<file path="src/rtl/multicycle_controller.sv">
// Main control FSM and instruction decoder for the multicycle RV32I core.
// Drives every datapath mux select and write enable from the latched instruction and ALU flags.
module multicycle_controller #(
    parameter bit RESET_PC_FETCH = 1'b1
) (
    input  logic       clk,
    input  logic       reset,
    input  logic       go,
    input  logic [6:0] op,
    input  logic [2:0] funct3,
    input  logic       funct7b5,
    input  logic       Zero,
    input  logic       cout,
    input  logic       overflow,
    input  logic       sign,
    output logic       PCWrite,
    output logic       AdrSrc,
    output logic       MemWrite,
    output logic       IRWrite,
    output logic [1:0] ResultSrc,
    output logic [1:0] ALUSrcA,
    output logic [1:0] ALUSrcB,
    output logic [2:0] ImmSrc,
    output logic [3:0] ALUControl,
    output logic       RegWrite,
    output logic       illegal
);
    localparam logic [3:0] StFetch    = 4'd0,  StDecode  = 4'd1,  StMemAdr   = 4'd2,
                           StMemRead  = 4'd3,  StMemWb   = 4'd4,  StMemWrite = 4'd5,
                           StExecR    = 4'd6,  StExecI   = 4'd7,  StAluWb    = 4'd8,
                           StBranch   = 4'd9,  StJal     = 4'd10, StJalr1    = 4'd11,
                           StJalr2    = 4'd12, StLui     = 4'd13, StAuipc    = 4'd14,
                           StIllegal  = 4'd15;

    localparam logic [6:0] OpLoad = 7'b0000011, OpStore = 7'b0100011, OpR     = 7'b0110011,
                           OpI    = 7'b0010011, OpBranch = 7'b1100011, OpJal  = 7'b1101111,
                           OpJalr = 7'b1100111, OpLui   = 7'b0110111, OpAuipc = 7'b0010111;

    localparam logic [3:0] AluAdd = 4'd0, AluSub = 4'd1, AluAnd = 4'd2, AluOr   = 4'd3,
                           AluXor = 4'd4, AluSlt = 4'd5, AluSltu = 4'd6, AluSll = 4'd7,
                           AluSrl = 4'd8, AluSra = 4'd9;

    localparam logic [2:0] ImmI = 3'd0, ImmS = 3'd1, ImmB = 3'd2, ImmJ = 3'd3, ImmU = 3'd4;

    logic [3:0] state_q, state_d;
    logic       started_q, started_d;
    logic       fetch_en;
    logic       br_taken, br_bad;
    logic [2:0] imm_dec;
    logic [3:0] alu_fn;

    // Without auto-start, the first go seen in FETCH both starts this fetch and latches the start.
    assign fetch_en  = RESET_PC_FETCH || started_q || go;
    assign started_d = started_q || ((state_q == StFetch) && go);

    always_ff @(posedge clk or posedge reset) begin
        if (reset) begin
            state_q   <= StFetch;
            started_q <= 1'b0;
        end else begin
            state_q   <= state_d;
            started_q <= started_d;
        end
    end

    always_comb begin
        unique case (op)
            OpStore:        imm_dec = ImmS;
            OpBranch:       imm_dec = ImmB;
            OpJal:          imm_dec = ImmJ;
            OpLui, OpAuipc: imm_dec = ImmU;
            default:        imm_dec = ImmI;
        endcase
    end

    always_comb begin
        unique case (funct3)
            3'b000:  alu_fn = ((op == OpR) && funct7b5) ? AluSub : AluAdd;
            3'b001:  alu_fn = AluSll;
            3'b010:  alu_fn = AluSlt;
            3'b011:  alu_fn = AluSltu;
            3'b100:  alu_fn = AluXor;
            3'b101:  alu_fn = funct7b5 ? AluSra : AluSrl;
            3'b110:  alu_fn = AluOr;
            default: alu_fn = AluAnd;
        endcase
    end

    // Flags come from SUB of rs1-rs2; cout=1 means no borrow, i.e. rs1 >= rs2 unsigned.
    always_comb begin
        br_bad = 1'b0;
        unique case (funct3)
            3'b000:  br_taken = Zero;
            3'b001:  br_taken = !Zero;
            3'b100:  br_taken = sign ^ overflow;
            3'b101:  br_taken = !(sign ^ overflow);
            3'b110:  br_taken = !cout;
            3'b111:  br_taken = cout;
            default: begin
                br_taken = 1'b0;
                br_bad   = 1'b1;
            end
        endcase
    end

    always_comb begin
        state_d    = state_q;
        PCWrite    = 1'b0;
        AdrSrc     = 1'b0;
        MemWrite   = 1'b0;
        IRWrite    = 1'b0;
        ResultSrc  = 2'b00;
        ALUSrcA    = 2'b00;
        ALUSrcB    = 2'b00;
        ImmSrc     = 3'b000;
        ALUControl = AluAdd;
        RegWrite   = 1'b0;
        illegal    = 1'b0;
        case (state_q)
            StFetch: begin
                if (fetch_en) begin
                    IRWrite   = 1'b1;
                    PCWrite   = 1'b1;
                    ALUSrcB   = 2'b10;
                    ResultSrc = 2'b10;
                    state_d   = StDecode;
                end
            end
            StDecode: begin
                ALUSrcA = 2'b01;
                ALUSrcB = 2'b01;
                ImmSrc  = imm_dec;
                unique case (op)
                    OpLoad, OpStore: state_d = StMemAdr;
                    OpR:             state_d = StExecR;
                    OpI:             state_d = StExecI;
                    OpBranch:        state_d = StBranch;
                    OpJal:           state_d = StJal;
                    OpJalr:          state_d = StJalr1;
                    OpLui:           state_d = StLui;
                    OpAuipc:         state_d = StAuipc;
                    default:         state_d = StIllegal;
                endcase
            end
            StMemAdr: begin
                ALUSrcA = 2'b10;
                ALUSrcB = 2'b01;
                ImmSrc  = (op == OpStore) ? ImmS : ImmI;
                state_d = (op == OpStore) ? StMemWrite : StMemRead;
            end
            StMemRead: begin
                AdrSrc  = 1'b1;
                state_d = StMemWb;
            end
            StMemWb: begin
                ResultSrc = 2'b01;
                RegWrite  = 1'b1;
                state_d   = StFetch;
            end
            StMemWrite: begin
                AdrSrc   = 1'b1;
                MemWrite = 1'b1;
                state_d  = StFetch;
            end
            StExecR: begin
                ALUSrcA    = 2'b10;
                ALUControl = alu_fn;
                state_d    = StAluWb;
            end
            StExecI: begin
                ALUSrcA    = 2'b10;
                ALUSrcB    = 2'b01;
                ImmSrc     = ImmI;
                ALUControl = alu_fn;
                state_d    = StAluWb;
            end
            StAluWb: begin
                RegWrite = 1'b1;
                state_d  = StFetch;
            end
            StBranch: begin
                ALUSrcA    = 2'b10;
                ALUControl = AluSub;
                ImmSrc     = ImmB;
                PCWrite    = br_taken;
                illegal    = br_bad;
                state_d    = StFetch;
            end
            StJal: begin
                ALUSrcA = 2'b01;
                ALUSrcB = 2'b10;
                PCWrite = 1'b1;
                state_d = StAluWb;
            end
            StJalr1: begin
                ALUSrcA = 2'b10;
                ALUSrcB = 2'b01;
                ImmSrc  = ImmI;
                state_d = StJalr2;
            end
            StJalr2: begin
                PCWrite = 1'b1;
                ALUSrcA = 2'b01;
                ALUSrcB = 2'b10;
                state_d = StAluWb;
            end
            StLui: begin
                ImmSrc    = ImmU;
                ResultSrc = 2'b11;
                RegWrite  = 1'b1;
                state_d   = StFetch;
            end
            StAuipc: begin
                ALUSrcA = 2'b01;
                ALUSrcB = 2'b01;
                ImmSrc  = ImmU;
                state_d = StAluWb;
            end
            StIllegal: begin
                illegal = 1'b1;
                state_d = StFetch;
            end
            default: state_d = StFetch;
        endcase
        // Outputs go quiet the instant reset rises, without waiting for a clock edge.
        if (reset) begin
            PCWrite    = 1'b0;
            AdrSrc     = 1'b0;
            MemWrite   = 1'b0;
            IRWrite    = 1'b0;
            ResultSrc  = 2'b00;
            ALUSrcA    = 2'b00;
            ALUSrcB    = 2'b00;
            ImmSrc     = 3'b000;
            ALUControl = AluAdd;
            RegWrite   = 1'b0;
            illegal    = 1'b0;
        end
    end
endmodule
</file>
<file path="config.mk">
export PLATFORM = sky130hd
export DESIGN_NAME = multicycle_controller
export DESIGN_NICKNAME = d
export VERILOG_FILES = /design/src/rtl/multicycle_controller.sv
export SDC_FILE = /design/constraint.sdc
export NUM_CORES = 1
export LEC_CHECK = 0
export CORE_MARGIN = 2
export CORE_UTILIZATION = 35
export CTS_CLUSTER_DIAMETER = 30
export CTS_CLUSTER_SIZE = 14
export DETAILED_ROUTE_END_ITERATION = 6
export PLACE_DENSITY = 0.69
export SETUP_SLACK_MARGIN = 0.1
export SYNTH_ARGS = -nofsm -noshare
export SYNTH_HDL_FRONTEND = slang
export SYNTH_SLANG_ARGS = --single-unit
</file>
<file path="constraint.sdc">
create_clock -name clk -period 2.6 [get_ports clk]
set_input_delay 0.26 -clock clk [delete_from_list [all_inputs] [get_ports clk]]
set_output_delay 0.26 -clock clk [all_outputs]
set_load 0.05 [all_outputs]
</file>
# Yosys cells after proc, flatten, opt, wreduce, memory -nomap -nowiden
# Index checks and enable logic that the tools add are counted.
[word_totals]
in_bits = 18
register_bits = 4
[op_classes]
n_reduce_logical = 19
eq_ne = 31
n_mux = 32
bitwise = 1
[op_table]
columns = ["cell", "n"]
rows = [
  ["case mux 4 bit (7 select lines)", 2],
  ["equality test 4 bit (second input constant)", 8],
  ["case mux 4 bit (8 select lines)", 1],
  ["case mux 3 bit (4 select lines)", 2],
  ["equality test 7 x 6 -> 1 bit (second input constant)", 3],
  ["equality test 7 bit (second input constant)", 3],
  ["equality test 4 x 3 -> 1 bit (second input constant)", 4],
  ["OR reduction 5 bit", 3],
  ["equality test 7 x 5 -> 1 bit (second input constant)", 2],
  ["2-to-1 mux 1 bit", 14],
  ["equality test 3 bit (second input constant)", 4],
  ["OR reduction 6 bit", 2],
  ["OR reduction 2 bit", 5],
  ["equality test 4 x 2 -> 1 bit (second input constant)", 2],
  ["case mux 2 bit (2 select lines)", 2],
  ["case mux 4 bit (2 select lines)", 1],
  ["equality test 7 x 2 -> 1 bit (second input constant)", 1],
  ["equality test 3 x 2 -> 1 bit (second input constant)", 2],
  ["2-to-1 mux 2 bit", 3],
  ["2-to-1 mux 3 bit", 2],
  ["case mux 1 bit (6 select lines)", 1],
  ["case mux 2 bit (3 select lines)", 1],
  ["OR reduction 3 bit", 2],
  ["equality test 4 x 1 -> 1 bit (second input constant)", 1],
  ["other kinds (9)", 12],
]

# Logic depth before layout (Yosys ltp)
[depth]
depth_word = 6
ltp_mapped = 5
mapped_depth_nobuf = 4

# Worst setup path after synthesis
# Ideal clock, no wire load.
[synth_path]
path_type = "reg2out"
startpoint = "reg state_q[3]"
endpoint = "out ALUControl[3]"
arrival_time_ns = 1.966
path_buffers = 1
path_stages_with_launch = 5
slack_ns = 0.374
cell_sequence = "dfrtp_1 buf_4 nor2b_1 nand3_1 nor3_1"
[synth_via]
elab_chain_len = 4
elab_cells_between_ends = 6
[synth_lines]
columns = ["element", "line", "text"]
rows = [
  ["start: declaration", "45", "logic [3:0] state_q, state_d;"],
  ["start signal: assignment", "58", "state_q <= StFetch;"],
  ["start signal: assignment", "61", "state_q <= state_d;"],
  ["equality test 4 x 3 -> 1 bit", "119", "case (state_q)"],
  ["OR reduction 2 bit (no source line)", "n/a", ""],
  ["case mux 4 bit (2 select lines) *", "119", ""],
  ["2-to-1 mux 4 bit *", "226", "if (reset) begin"],
  ["end: declaration", "24", "output logic [3:0] ALUControl,"],
]
# Mark *: on every way between the ends. The rest lies on a longest branch, timed or not.

# Worst setup path in the final report
[layout_path]
startpoint = "reg state_q[3]"
endpoint = "out AdrSrc"
[layout_via]
elab_chain_len = 4
elab_cells_between_ends = 5
[layout_lines]
columns = ["element", "line", "text"]
rows = [
  ["equality test 4 x 3 -> 1 bit or equality test 4 x 2 -> 1 bit (tied branches)", "119", ""],
  ["OR reduction 2 bit (no source line) *", "n/a", ""],
  ["2-to-1 mux 1 bit *", "119", ""],
  ["2-to-1 mux 1 bit *", "226", ""],
  ["end: declaration", "17", "output logic AdrSrc,"],
]
# Marked as above.

==> metrics.yaml <==
vias: 983
synth_edf_count: 0
combPwrFrac: 0.786
cap_violations: 0
arrival_ns: 2.00
finalHoldViolations: 0
tns_ns: 0
antenna_found_initial: 0
fin_skew_ns: 0.004451
start_util: 0.3695
wl_per_cell_microns: 13.19
p_total_mw: 1.074
postSynthCellCount: 120
avgSynthCellArea_sq_um: 6.746
io_buffers: 35
switchingPower_mw: 0.6042
min_period_ns: 2.261
start_kind: "register"
final_nets: 172
drt-pass1-iter-count: 4
internal-power_mw: 0.4697
ys_ff_latch: 4
die_y_microns: 52.09
largest_registers: "state_q: 4 flops"
yosysMostFrequentCell: "nand2_1"
cts_num_sinks: 4
drc_errors: 0
required_ns: 2.34
cts_inserted_buffers: 3
ys_types: 44
sequentialPowerShare: 0.144
drive_above_1_share: 0.1776
htreeDepth: 1
swShare: 0.5626
end_kind: "primary output"
grt_pass1_wl_microns: 3877
ys_top_cells_by_count: "nand2_1, a21oi_1, nor3_1"
synth_fp_nets: 138
relSlewSlack: 0.6638
synthArstFlopShare: 1.000
cts_setup_buffers: 0
rsz0062_at_grt: "no"
ant_nets: 0
status: "complete, no violations"
post-route-period-util: 0.8696
met3_usage: 0.02299
row_count: 17
critPathMaxFanout: 11
synthTopCellsByArea: "dfrtp_1, xnor2_1, nand2_1"
max_freq_mhz: 442.3
overflow: 0
largest_reg_flops: 4
ir_drop_v: 0.0005402
cts.clk_slew.worst_paths_ns: 0.04
cts_tree: "built"
cts_root_buf: "clkbuf_4"
viasPerCell: 5.461
finalSetupViolCount: 0
drv_slew: 0
use_met2: 0.3228
yosys.area.top_type_share: 0.1236
gr-usage-all-layers: 0.1887
p_per_area_nw_per_um2: 865.2
n_antenna_cell: 0
synth_ff_type: "dfrtp_1"
core_sq_um: 2191
p_clk_frac: 0.070
crit_type: "reg2out"
area_delta_synth_final_pct: 53.32
io_pins: 37
largest-register: "state_q"
die_x_microns: 52.09
grt_pass1_vias: 861
clockBufferDepth: 2
wirelength_microns: 2375
grt_max_degree: 14
worst_slew_pin_slew_ns: 0.5028
busiest_layer: "met2"
drt_iter0_drc: 14
min_path_type: "in2async"
synth_warnings: 0
use_met1: 0.2465
die_area_sq_um: 2713
insertion_delay_ns: 0.23
synth_top_cell_by_area: "dfrtp_1"
gp_congestion: 0.8422
ys_seq_area_frac: 0.1236
synth_area_sq_um: 809.5
dp.final_hpwl_microns: 1874
power_leakage_nw: 0.4982
## final timing paths
kind	end	start	cells past startpoint	slack [ns]
min in group clk	state_q[1]$_DFF_PP0_	state_q[3]$_DFF_PP0_	1	0.71
hold reg to reg	state_q[1]$_DFF_PP0_	state_q[3]$_DFF_PP0_	1	0.71
max in group asynchronous	state_q[0]$_DFF_PP0_	reset	2	1.86
setup reg to reg	state_q[3]$_DFF_PP0_	state_q[2]$_DFF_PP0_	5	1.10
setup / recovery	AdrSrc	state_q[3]$_DFF_PP0_	3	0.34
hold / removal	state_q[2]$_DFF_PP0_	reset	2	0.53
## logic make-up after synthesis
kind of cell	Yosys count	synth area share
AOI/OAI and AO/OA	32	0.2612
xor gates and xnor gates	9	0.1067
and+or+nand+nor	58	0.4065
DFF	4	0.1237
muxes	1	0.01237
buffers and inverters	16	0.08965
## area by class of cell
type                    count  area (sq um)
well taps                  28         35.03
repair buffers             38         420.4
flip-flops and latches      4         100.1
clock buffers               3         22.52
inverters                   7         26.28
multi-input cells         100         636.9
fillers                   211         949.7
## layout by cell type, fill, tap and decap left out, types with 2 or more instances in the layout
master,instances
nor2b_1,5
buf_12,7
clkdlybuf4s50_1,17
nand2_1,14
clkbuf_4,3
nor3b_1,2
dfrtp_1,4
nor3_1,9
and2_1,2
a21oi_1,9
nor2_1,7
and3b_1,2
inv_1,7
o21ai_0,6
buf_4,13
xnor2_1,7
nand2b_1,4
nand3_1,3
a31oi_1,3
nor4_1,2
## timing repair
item	in CTS	in global routing
hold buffers	0	0
endpoints found under the setup margin	0	1
gates resized for setup	0	1
## power groups by stage
stage	sequential [mW]	clock [mW]	combinational, mW
6_report	0.154	0.0755	0.844
5_1_grt	0.164	0.0822	0.909
4_1_cts	0.154	0.0777	0.845
3_5_place_dp	0.154	0	0.842
3_3_place_gp	0.153	0	0.833
2_1_floorplan	0.117	0	0.613
## routing by layer
layer / vias up / wire (microns)
li1: 494 / -
met4: 0 / 13
met3: 2 / 124
met5: - / 0
met1: 450 / 1116
met2: 37 / 1120
## worst max-delay path: stages (launching register included)
cell	delay, ns
dfrtp_1	0.51
nand2b_1	0.25
nor3_1	0.18
clkdlybuf4s50_1	0.83
## stage by stage
| step | worst slack, ns | utilization | hold slack, ns | cells | area [sq um] |
|---|---|---|---|---|---|
| 4_1_cts | 0.1495 | 0.5654 | 0.5337 | 180 | 1239 |
| 3_5_place_dp | 0.4082 | 0.5551 | 0.6955 | 177 | 1216 |
| 3_3_place_gp | 0.3851 | 0.5551 | 0.6883 | 177 | 1216 |
| 2_1_floorplan | 0.3743 | - | 0.2200 | 120 | 809.5 |
| 6_report | 0.3390 | 0.5665 | 0.5337 | 180 | 1241 |
| 5_1_grt | 0.2203 | 0.5665 | 0.5920 | 180 | 1241 |
Note: power is estimated with default switching activity, not from simulation.
